===== src/rtl/stepper_pkg.sv =====
// -----------------------------------------------------------------------------
// stepper_pkg
// Types, constants and helpers shared by the stepper phase driver.
//   state_e      : driver FSM states (IDLE, RUN, DONE)
//   DIR_FWD/REV  : cmd_dir encoding (0 = phase index +1, 1 = phase index -1)
//   PHASE_W      : width of the rotating phase index
//   phase_onehot : phase index -> one-hot coil drive
// -----------------------------------------------------------------------------
package stepper_pkg;

    typedef enum logic [1:0] {
        IDLE = 2'd0,
        RUN  = 2'd1,
        DONE = 2'd2
    } state_e;

    localparam logic DIR_FWD = 1'b0;
    localparam logic DIR_REV = 1'b1;

    localparam int unsigned PHASE_W = 2;

    function automatic logic [3:0] phase_onehot(input logic [PHASE_W-1:0] code);
        phase_onehot = 4'b0001 << code;
    endfunction

endpackage


===== src/rtl/stepper_phase_driver_prescaler.sv =====
// -----------------------------------------------------------------------------
// step_prescaler
// Free-running step-period counter used by the stepper phase driver.
//   clk   : system clock, rising edge
//   reset : asynchronous, active-low reset
//   clr   : synchronous clear (wins over en); suppresses tick
//   en    : count enable
//   tick  : high for the cycle in which the count sits at STEP_DIV-1 while
//           enabled; the counter wraps to 0 on that edge
// Parameter STEP_DIV (>= 2) is the period in clock cycles.
// -----------------------------------------------------------------------------
module step_prescaler #(
    parameter int unsigned STEP_DIV = 500000
) (
    input  logic clk,
    input  logic reset,
    input  logic clr,
    input  logic en,
    output logic tick
);

    localparam int unsigned CNT_W = (STEP_DIV > 1) ? $clog2(STEP_DIV) : 1;
    localparam logic [CNT_W-1:0] CNT_TERM = CNT_W'(STEP_DIV - 1);

    logic [CNT_W-1:0] cnt_q;
    logic [CNT_W-1:0] cnt_d;

    always_comb begin
        cnt_d = cnt_q;
        tick  = 1'b0;
        if (clr) begin
            cnt_d = '0;
        end else if (en) begin
            if (cnt_q == CNT_TERM) begin
                cnt_d = '0;
                tick  = 1'b1;
            end else begin
                cnt_d = cnt_q + 1'b1;
            end
        end
    end

    always_ff @(posedge clk or negedge reset) begin
        if (!reset) begin
            cnt_q <= '0;
        end else begin
            cnt_q <= cnt_d;
        end
    end

endmodule


===== src/rtl/stepper_phase_driver.sv =====
// -----------------------------------------------------------------------------
// stepper_phase_driver
// Full-step driver for a 4-phase unipolar stepper. Accepts a step count and
// direction through a valid/ready handshake, then advances a 2-bit phase index
// once every STEP_DIV cycles and decodes it to one-hot coil drive.
//   clk        : system clock, rising edge
//   reset      : asynchronous, active-low reset
//   cmd_valid  : command offered
//   cmd_ready  : command can be accepted (IDLE and no stop)
//   cmd_steps  : steps to run, 0..3 (0 = accepted and discarded)
//   cmd_dir    : 0 = forward (+1), 1 = reverse (-1)
//   stop       : synchronous abort, level-sampled
//   phases     : one-hot coil drive, phases[phase_code] = 1
//   phase_code : current phase index
//   busy       : motion in progress (RUN or DONE)
//   done       : single-cycle pulse at normal completion
// Build option STEPPER_IDLE_RELEASE_EN: coils are de-energised (phases = 0000)
// while IDLE; phase_code still keeps the last position.
// -----------------------------------------------------------------------------
module stepper_phase_driver
    import stepper_pkg::*;
#(
    parameter int unsigned STEP_DIV = 500000
) (
    input  logic               clk,
    input  logic               reset,
    input  logic               cmd_valid,
    output logic               cmd_ready,
    input  logic [1:0]         cmd_steps,
    input  logic               cmd_dir,
    input  logic               stop,
    output logic [3:0]         phases,
    output logic [PHASE_W-1:0] phase_code,
    output logic               busy,
    output logic               done
);

    state_e             state_q, state_d;
    logic [PHASE_W-1:0] phase_q, phase_d;
    logic [1:0]         remaining_q, remaining_d;
    logic               dir_q, dir_d;

    logic               pre_clr;
    logic               pre_en;
    logic               step_tick;

    // Counter only runs in RUN; holding it clear elsewhere also provides the
    // clear-on-acceptance, and stop clears it on the abort edge.
    assign pre_en  = (state_q == RUN);
    assign pre_clr = (state_q != RUN) || stop;

    step_prescaler #(
        .STEP_DIV (STEP_DIV)
    ) u_prescaler (
        .clk   (clk),
        .reset (reset),
        .clr   (pre_clr),
        .en    (pre_en),
        .tick  (step_tick)
    );

    always_comb begin
        state_d     = state_q;
        phase_d     = phase_q;
        remaining_d = remaining_q;
        dir_d       = dir_q;
        cmd_ready   = (state_q == IDLE) && !stop;
        busy        = (state_q != IDLE);
        done        = (state_q == DONE);

        case (state_q)
            IDLE: begin
                if (cmd_valid && cmd_ready && (cmd_steps != 2'd0)) begin
                    remaining_d = cmd_steps;
                    dir_d       = cmd_dir;
                    state_d     = RUN;
                end
            end
            RUN: begin
                // stop takes priority over a coinciding step: no partial step.
                if (stop) begin
                    state_d = IDLE;
                end else if (step_tick) begin
                    case (dir_q)
                        DIR_FWD: phase_d = phase_q + 1'b1;
                        DIR_REV: phase_d = phase_q - 1'b1;
                    endcase
                    remaining_d = remaining_q - 1'b1;
                    if (remaining_q == 2'd1) begin
                        state_d = DONE;
                    end
                end
            end
            DONE: begin
                state_d = IDLE;
            end
            default: begin
                state_d = IDLE;
            end
        endcase
    end

    always_ff @(posedge clk or negedge reset) begin
        if (!reset) begin
            state_q     <= IDLE;
            phase_q     <= '0;
            remaining_q <= '0;
            dir_q       <= DIR_FWD;
        end else begin
            state_q     <= state_d;
            phase_q     <= phase_d;
            remaining_q <= remaining_d;
            dir_q       <= dir_d;
        end
    end

    assign phase_code = phase_q;

`ifdef STEPPER_IDLE_RELEASE_EN
    assign phases = (state_q == IDLE) ? 4'b0000 : phase_onehot(phase_q);
`else
    assign phases = phase_onehot(phase_q);
`endif

endmodule


===== config.mk =====
export PLATFORM = sky130hd
export DESIGN_NAME = stepper_phase_driver
export DESIGN_NICKNAME = d
export VERILOG_FILES = /design/src/rtl/stepper_pkg.sv /design/src/rtl/stepper_phase_driver_prescaler.sv /design/src/rtl/stepper_phase_driver.sv
export SDC_FILE = /design/constraint.sdc
export NUM_CORES = 1
export LEC_CHECK = 0
export ABC_AREA = 1
export CORE_MARGIN = 10
export CORE_UTILIZATION = 30
export DETAILED_ROUTE_END_ITERATION = 10
export SLEW_MARGIN = 20
export SYNTH_ARGS = -nofsm -noshare
export SYNTH_HDL_FRONTEND = slang
export SYNTH_SLANG_ARGS = --single-unit

===== constraint.sdc =====
create_clock -name clk -period 1.7 [get_ports clk]
set_clock_uncertainty 0.05 [all_clocks]
set_input_delay 0.34 -clock clk [delete_from_list [all_inputs] [get_ports clk]]
set_output_delay 0.34 -clock clk [all_outputs]
set_load 0.005 [all_outputs]

---- Yosys cells after proc, flatten, opt, wreduce, memory -nomap -nowiden ----
Cells that the tools add are included.
storage, ports and cells
  bits in registers ....................... 26
  latch bits .............................. 0
  RAM bits ................................ 0
  bits in read-only memories .............. 0
  input port bits ......................... 7
  output and inout bits ................... 9
  logic and storage cells ................. 52
  memories kept ........................... 0
cells by class
  add/subtract/negate cells ............... 4
  multiply operators ...................... 0
  divide/modulo/power cells ............... 0
  magnitude comparators ................... 0
  eq/ne operators ......................... 10
  shifts and indexed selects .............. 1
  muxes and demuxes ....................... 16
  bitwise operators ....................... 2
  reduce and logical (&&, ||, !) cells .... 14
operators by type and width
  operator                 number
  $mux W19                 3
  $add A19 B1 Y19 const B  1
  $eq A19 B19 Y1 const B   1
  $mux W2                  7
  $pmux W2 S2              3
  $reduce_bool A2 Y1       4
  $ne A2 B1 Y1 const B     3
  $ne A3 B2 Y1 const B     2
  $reduce_and A3 Y1        2
  $eq A2 B1 Y1 const B     2
  $reduce_and A4 Y1        1
  $shl A1 B2 Y4 const A    1
  $sub A2 B1 Y2 const B    2
  $logic_and A1 B1 Y1      3
  $mux W1                  3
  $add A2 B1 Y2 const B    1
  $eq A2 B2 Y1 const B     1
  $logic_not A2 Y1         1
  $ne A2 B2 Y1 const B     1
  $not A1 Y1               2
  $reduce_and A2 Y1        1
  $logic_not A1 Y1         1
  $logic_or A1 B1 Y1       1

---- Logic depth before layout (Yosys ltp) ----
  word-level depth ........................ 7
  depth in mapped cells ................... 8
  mapped depth without buffers ............ 8

---- Cells and area by module ----
A second synthesis with hierarchy kept.
unflattened totals
  cells, all modules ...................... 233
  area total of the unflattened synthesis .. 1665.3 um2
modules (own cells, without submodules)
  module                instances  cells an instance  area each (um2)  seq. area each (um2)
  step_prescaler        1          170                1231.2           475.5
  stepper_phase_driver  1          63                 434.2            175.2

---- Least setup slack after synthesis ----
Ideal clock, no wire load.
  path type ............................... register to register
  start point ............................. register u_prescaler.cnt_q[0]
  end point ............................... register state_q[0]
  setup time .............................. 0.137 ns
  arrival time ............................ 1.258 ns
  required time ........................... 1.513 ns
  setup slack ............................. 0.256 ns
  cell stages (with the launch flop) ...... 7
  buffers on the path ..................... 0
  clock period less this slack ............ 1.444 ns
  path through ............................ dfrtp_1 > ha_1 > nand3_2 > inv_2 > nand3_2 > o21ai_4 > o211ai_1
between the ends
  cells in the longest elaborated chain, start to end .. 6
ends and longest elaborated chain
  item                                RTL line                              RTL
  start, declared                     stepper_phase_driver_prescaler.sv:25  logic [CNT_W-1:0] cnt_q;
  start signal, assigned              stepper_phase_driver_prescaler.sv:47  cnt_q <= cnt_d;
  $eq A19 B19 Y1                      stepper_phase_driver_prescaler.sv:34  if (cnt_q == CNT_TERM) begin
  $mux W1                             stepper_phase_driver_prescaler.sv:34
  $mux W1                             stepper_phase_driver_prescaler.sv:33  end else if (en) begin
  $mux W1                             stepper_phase_driver_prescaler.sv:31  if (clr) begin
  $ne A3 B2 Y1 (no source line)       n/a
  $reduce_and A3 Y1 (no source line)  n/a
  end signal, assigned                stepper_phase_driver.sv:110           state_q <= state_d;
  end, declared                       stepper_phase_driver.sv:38            state_e state_q, state_d;
No other way between the ends.
A chain may end at the register's enable or synchronous reset.

---- Final worst setup path ----
  start point ............................. register phase_q[0] (netlist: phase_code[0])
  end point ............................... output phases[2]
between the ends
  cells in the longest elaborated chain, start to end .. 1
ends and longest elaborated chain
  item                    RTL line                     RTL
  start, declared         stepper_phase_driver.sv:39   logic [PHASE_W-1:0] phase_q, phase_d;
  start signal, assigned  stepper_phase_driver.sv:111  phase_q <= phase_d;
  $shl A1 B2 Y4           stepper_pkg.sv:23            phase_onehot = 4'b0001 << code;
  end, declared           stepper_phase_driver.sv:32   output logic [3:0] phases,
No other way between the ends.

==> metrics.txt <==
outcome completed; total of max-cap violations 0; Num Clock Sinks 26; Mapped Cells 210; Non-Filler Instances 311; core area 5110 um2; vias 1,427; initial antenna violation count 0; FF+latch count, synth 26; ys async rst share 100%; Max clock buf depth 2; synthesized net count 219; Netlist cell types 30; DRC 0; slowest cell on the critical path dfrtp_1; HP Class in -> async; fin crit share 92.6%; ys flop type dfrtp_1; Leak 0.872 nW; setup violators final 0; Final Max Slew Viols 0; global-route wire length before repair 6.54 mm; post-synthesis sequential area ratio 41.1%; chip width 92.7 um; vias in the first global route 1,383; P per Cell Area 760 nW/um2; Final GP Congestion 0.872; dpl cells 302; worst setup margin 0.126 ns; total CTS buffers 3; I/O Buffers 15; RSZ-0062 raised after global routing false; IO Count 16; die height 92.7 um; crit path max fanout 4; multi-input logic area 820 um2; crit-path cells buf_4, nor2_1, dlygate4sd2_1; Hold Worst Slack 0.372 ns; wire per inst 11.4 um; CP startpoint kind register; Area Growth Syn to Fin 24.9%; clock-pin slew on the worst setup and hold paths 0.09 ns; mean number of vias per cell 4.59; crit-path max cell delay 0.41 ns; cts-stage hold buffer count 0; CP top delay family flip-flops; Max-slew headroom 77.4%; aggregate global routing overflow 0; Pre-antenna DRT Iters 4; H-tree depth reported by CTS 1; Max VDD drop 0.514 mV; DR iter-0 viols 105; CP Capture Type primary output; yosys warns 0; Tot GR Track Use 9.15%; Initial Utilization 31.0%; Final min period 1.57 ns; DP Worst Slack -0.122 ns; filler cell count 540; final wirelength 3.54 mm; fmax 635 MHz; worst r2r dst dir_q; mapped cell area 1580 um2; nets 251; Cell Rows 26; Skew-Pair Late Insertion Delay 0.27 ns; register area 651 um2; share of layout cells above drive strength 1 17.4%; root buffer cell clkbuf_8; Reg-to-Reg Start state_q[0]; Final Hold Viols 0; die area 8590 um2; R2R depth 6; critical path data required time 1.31 ns; antenna-violating nets left 0; TritonCTS clock tree built; antenna diode count 0; Avg Inst Size Synth 7.54 um2; worst-margin pin slew 0.339 ns; Setup CP Type reg -> out; CP Data Arrival Time 1.18 ns; total power 1.50 mW; reg2reg setup slack 0.18 ns; maximum number of pins on one net before global-route repair 27; DPL Wire Length 2.80 mm; Post-synth EDFFs 0; CP Buf/Inv Count 2
cells by family (layout without fill, tap and decap cells):
group	Yosys count	in the layout	synth area share [%]
adder cells (fa/ha/maj)	2	2	1.58
multiplexers	2	2	1.42
XOR/XNOR	9	9	4.98
buffers and inverters	30	61	7.19
AND/OR/NAND/NOR	130	130	38.9
AO/OA/AOI/OAI	11	11	4.82
flip-flops	26	26	41.1
area by class of cell:
class                   count  area share (%)
clock buffers               4            2.78
inverters                  29            5.50
multi-input cells         154            41.4
flip-flops and latches     26            32.9
repair buffers             28            13.0
well taps                  70            4.43
per-layer routing:
| layer | wire [um] | track usage (%) | up-vias |
|---|---|---|---|
| met3 | 146 | 2.58 | 2 |
| met2 | 1590 | 14.3 | 22 |
| li1 | - | - | 738 |
| met5 | 0 | 0 | - |
| met4 | 22 | 2.06 | 0 |
| met1 | 1790 | 12.2 | 665 |
sequential cells by signal (all words and copies together) (netlist names):
name / cells
dir_q: 1
phase_code: 2
remaining_q: 2
state_q: 2
u_prescaler.cnt_q: 19
layout by cell type, fill, tap and decap left out:
cell	n
a211oi_1	2
a21oi_1	1
buf_12	1
buf_4	12
clkbuf_2	1
clkbuf_8	4
clkdlybuf4s50_1	6
clkinv_1	1
dfrtp_1	26
dlygate4sd2_1	5
dlymetal6s2s_1	3
ha_1	2
inv_1	21
inv_2	7
mux2_1	1
mux2_2	1
nand2_1	37
nand2_2	2
nand3_1	18
nand3_2	4
nand4_1	6
nand4_2	1
nor2_1	46
nor2_2	4
nor2_4	3
nor3_1	6
nor3_2	1
nor3b_1	1
o211ai_1	1
o21a_1	1
o21ai_0	1
o21ai_1	4
o21ai_4	1
or2_1	1
xnor2_1	1
xor2_1	8
where the power goes:
part / switching (mW) / internal (mW) / leakage, nW / total (mW)
clock: 0.198 / 0.207 / 0.0288 / 0.405
sequential: 0.0392 / 0.675 / 0.350 / 0.714
combinational: 0.193 / 0.192 / 0.493 / 0.385
worst reg2reg max path, stage by stage, from the launching register on:
cell and delay [ns]:
dfrtp_1 0.40, or2_1 0.23, nor2_2 0.12, buf_4 0.11, buf_4 0.09, nand2_1 0.10, mux2_1 0.32
per-stage QoR:
| step | util [%] | setup TNS, ns | instance area (um2) |
|---|---|---|---|
| floorplan | - | 0 | 1580 |
| global placement | 36.7 | -0.103 | 1880 |
| detailed placement | 36.7 | -0.126 | 1880 |
| CTS | 38.1 | 0 | 1950 |
| global route | 38.7 | 0 | 1980 |
| finish | 38.7 | 0 | 1980 |
Yosys cell counts, types with 2 or more instances:
| cell type | number | area [um2] |
|---|---|---|
| nand4_1 | 6 | 37.5 |
| nand3_1 | 18 | 90.1 |
| nand2_1 | 37 | 139 |
| a211oi_1 | 2 | 15.0 |
| inv_2 | 7 | 26.3 |
| nor2_4 | 3 | 33.8 |
| xor2_1 | 8 | 70.1 |
| nor3_1 | 6 | 30.0 |
| nor2_1 | 46 | 173 |
| dfrtp_1 | 26 | 651 |
| ha_1 | 2 | 25.0 |
| nor2_2 | 4 | 25.0 |
| inv_1 | 21 | 78.8 |
| nand3_2 | 4 | 40.0 |
| nand2_2 | 2 | 12.5 |
| o21ai_1 | 4 | 20.0 |
what timing repair did:
item / CTS / global route
pin swaps: 0 / 2
buffers inserted: 3 / 2
endpoints found under the setup margin: 6 / 5
gates resized for setup: 6 / 5
endpoints found under the hold margin: 0 / 0
how the worst max path moves through the flow:
stage	start	endpoint	slack (ns)	cells after the start
floorplan	u_prescaler.cnt_q[0]	state_q[0]	0.26	6
global placement	stop	cmd_ready	-0.10	3
detailed placement	stop	cmd_ready	-0.12	3
CTS	phase_code[1]	phases[0]	0.003	2
global route	u_prescaler.cnt_q[1]	u_prescaler.cnt_q[18]	0.01	7
finish	phase_code[0]	phases[2]	0.13	3
No activity file was read; power rests on OpenSTA's default activity.
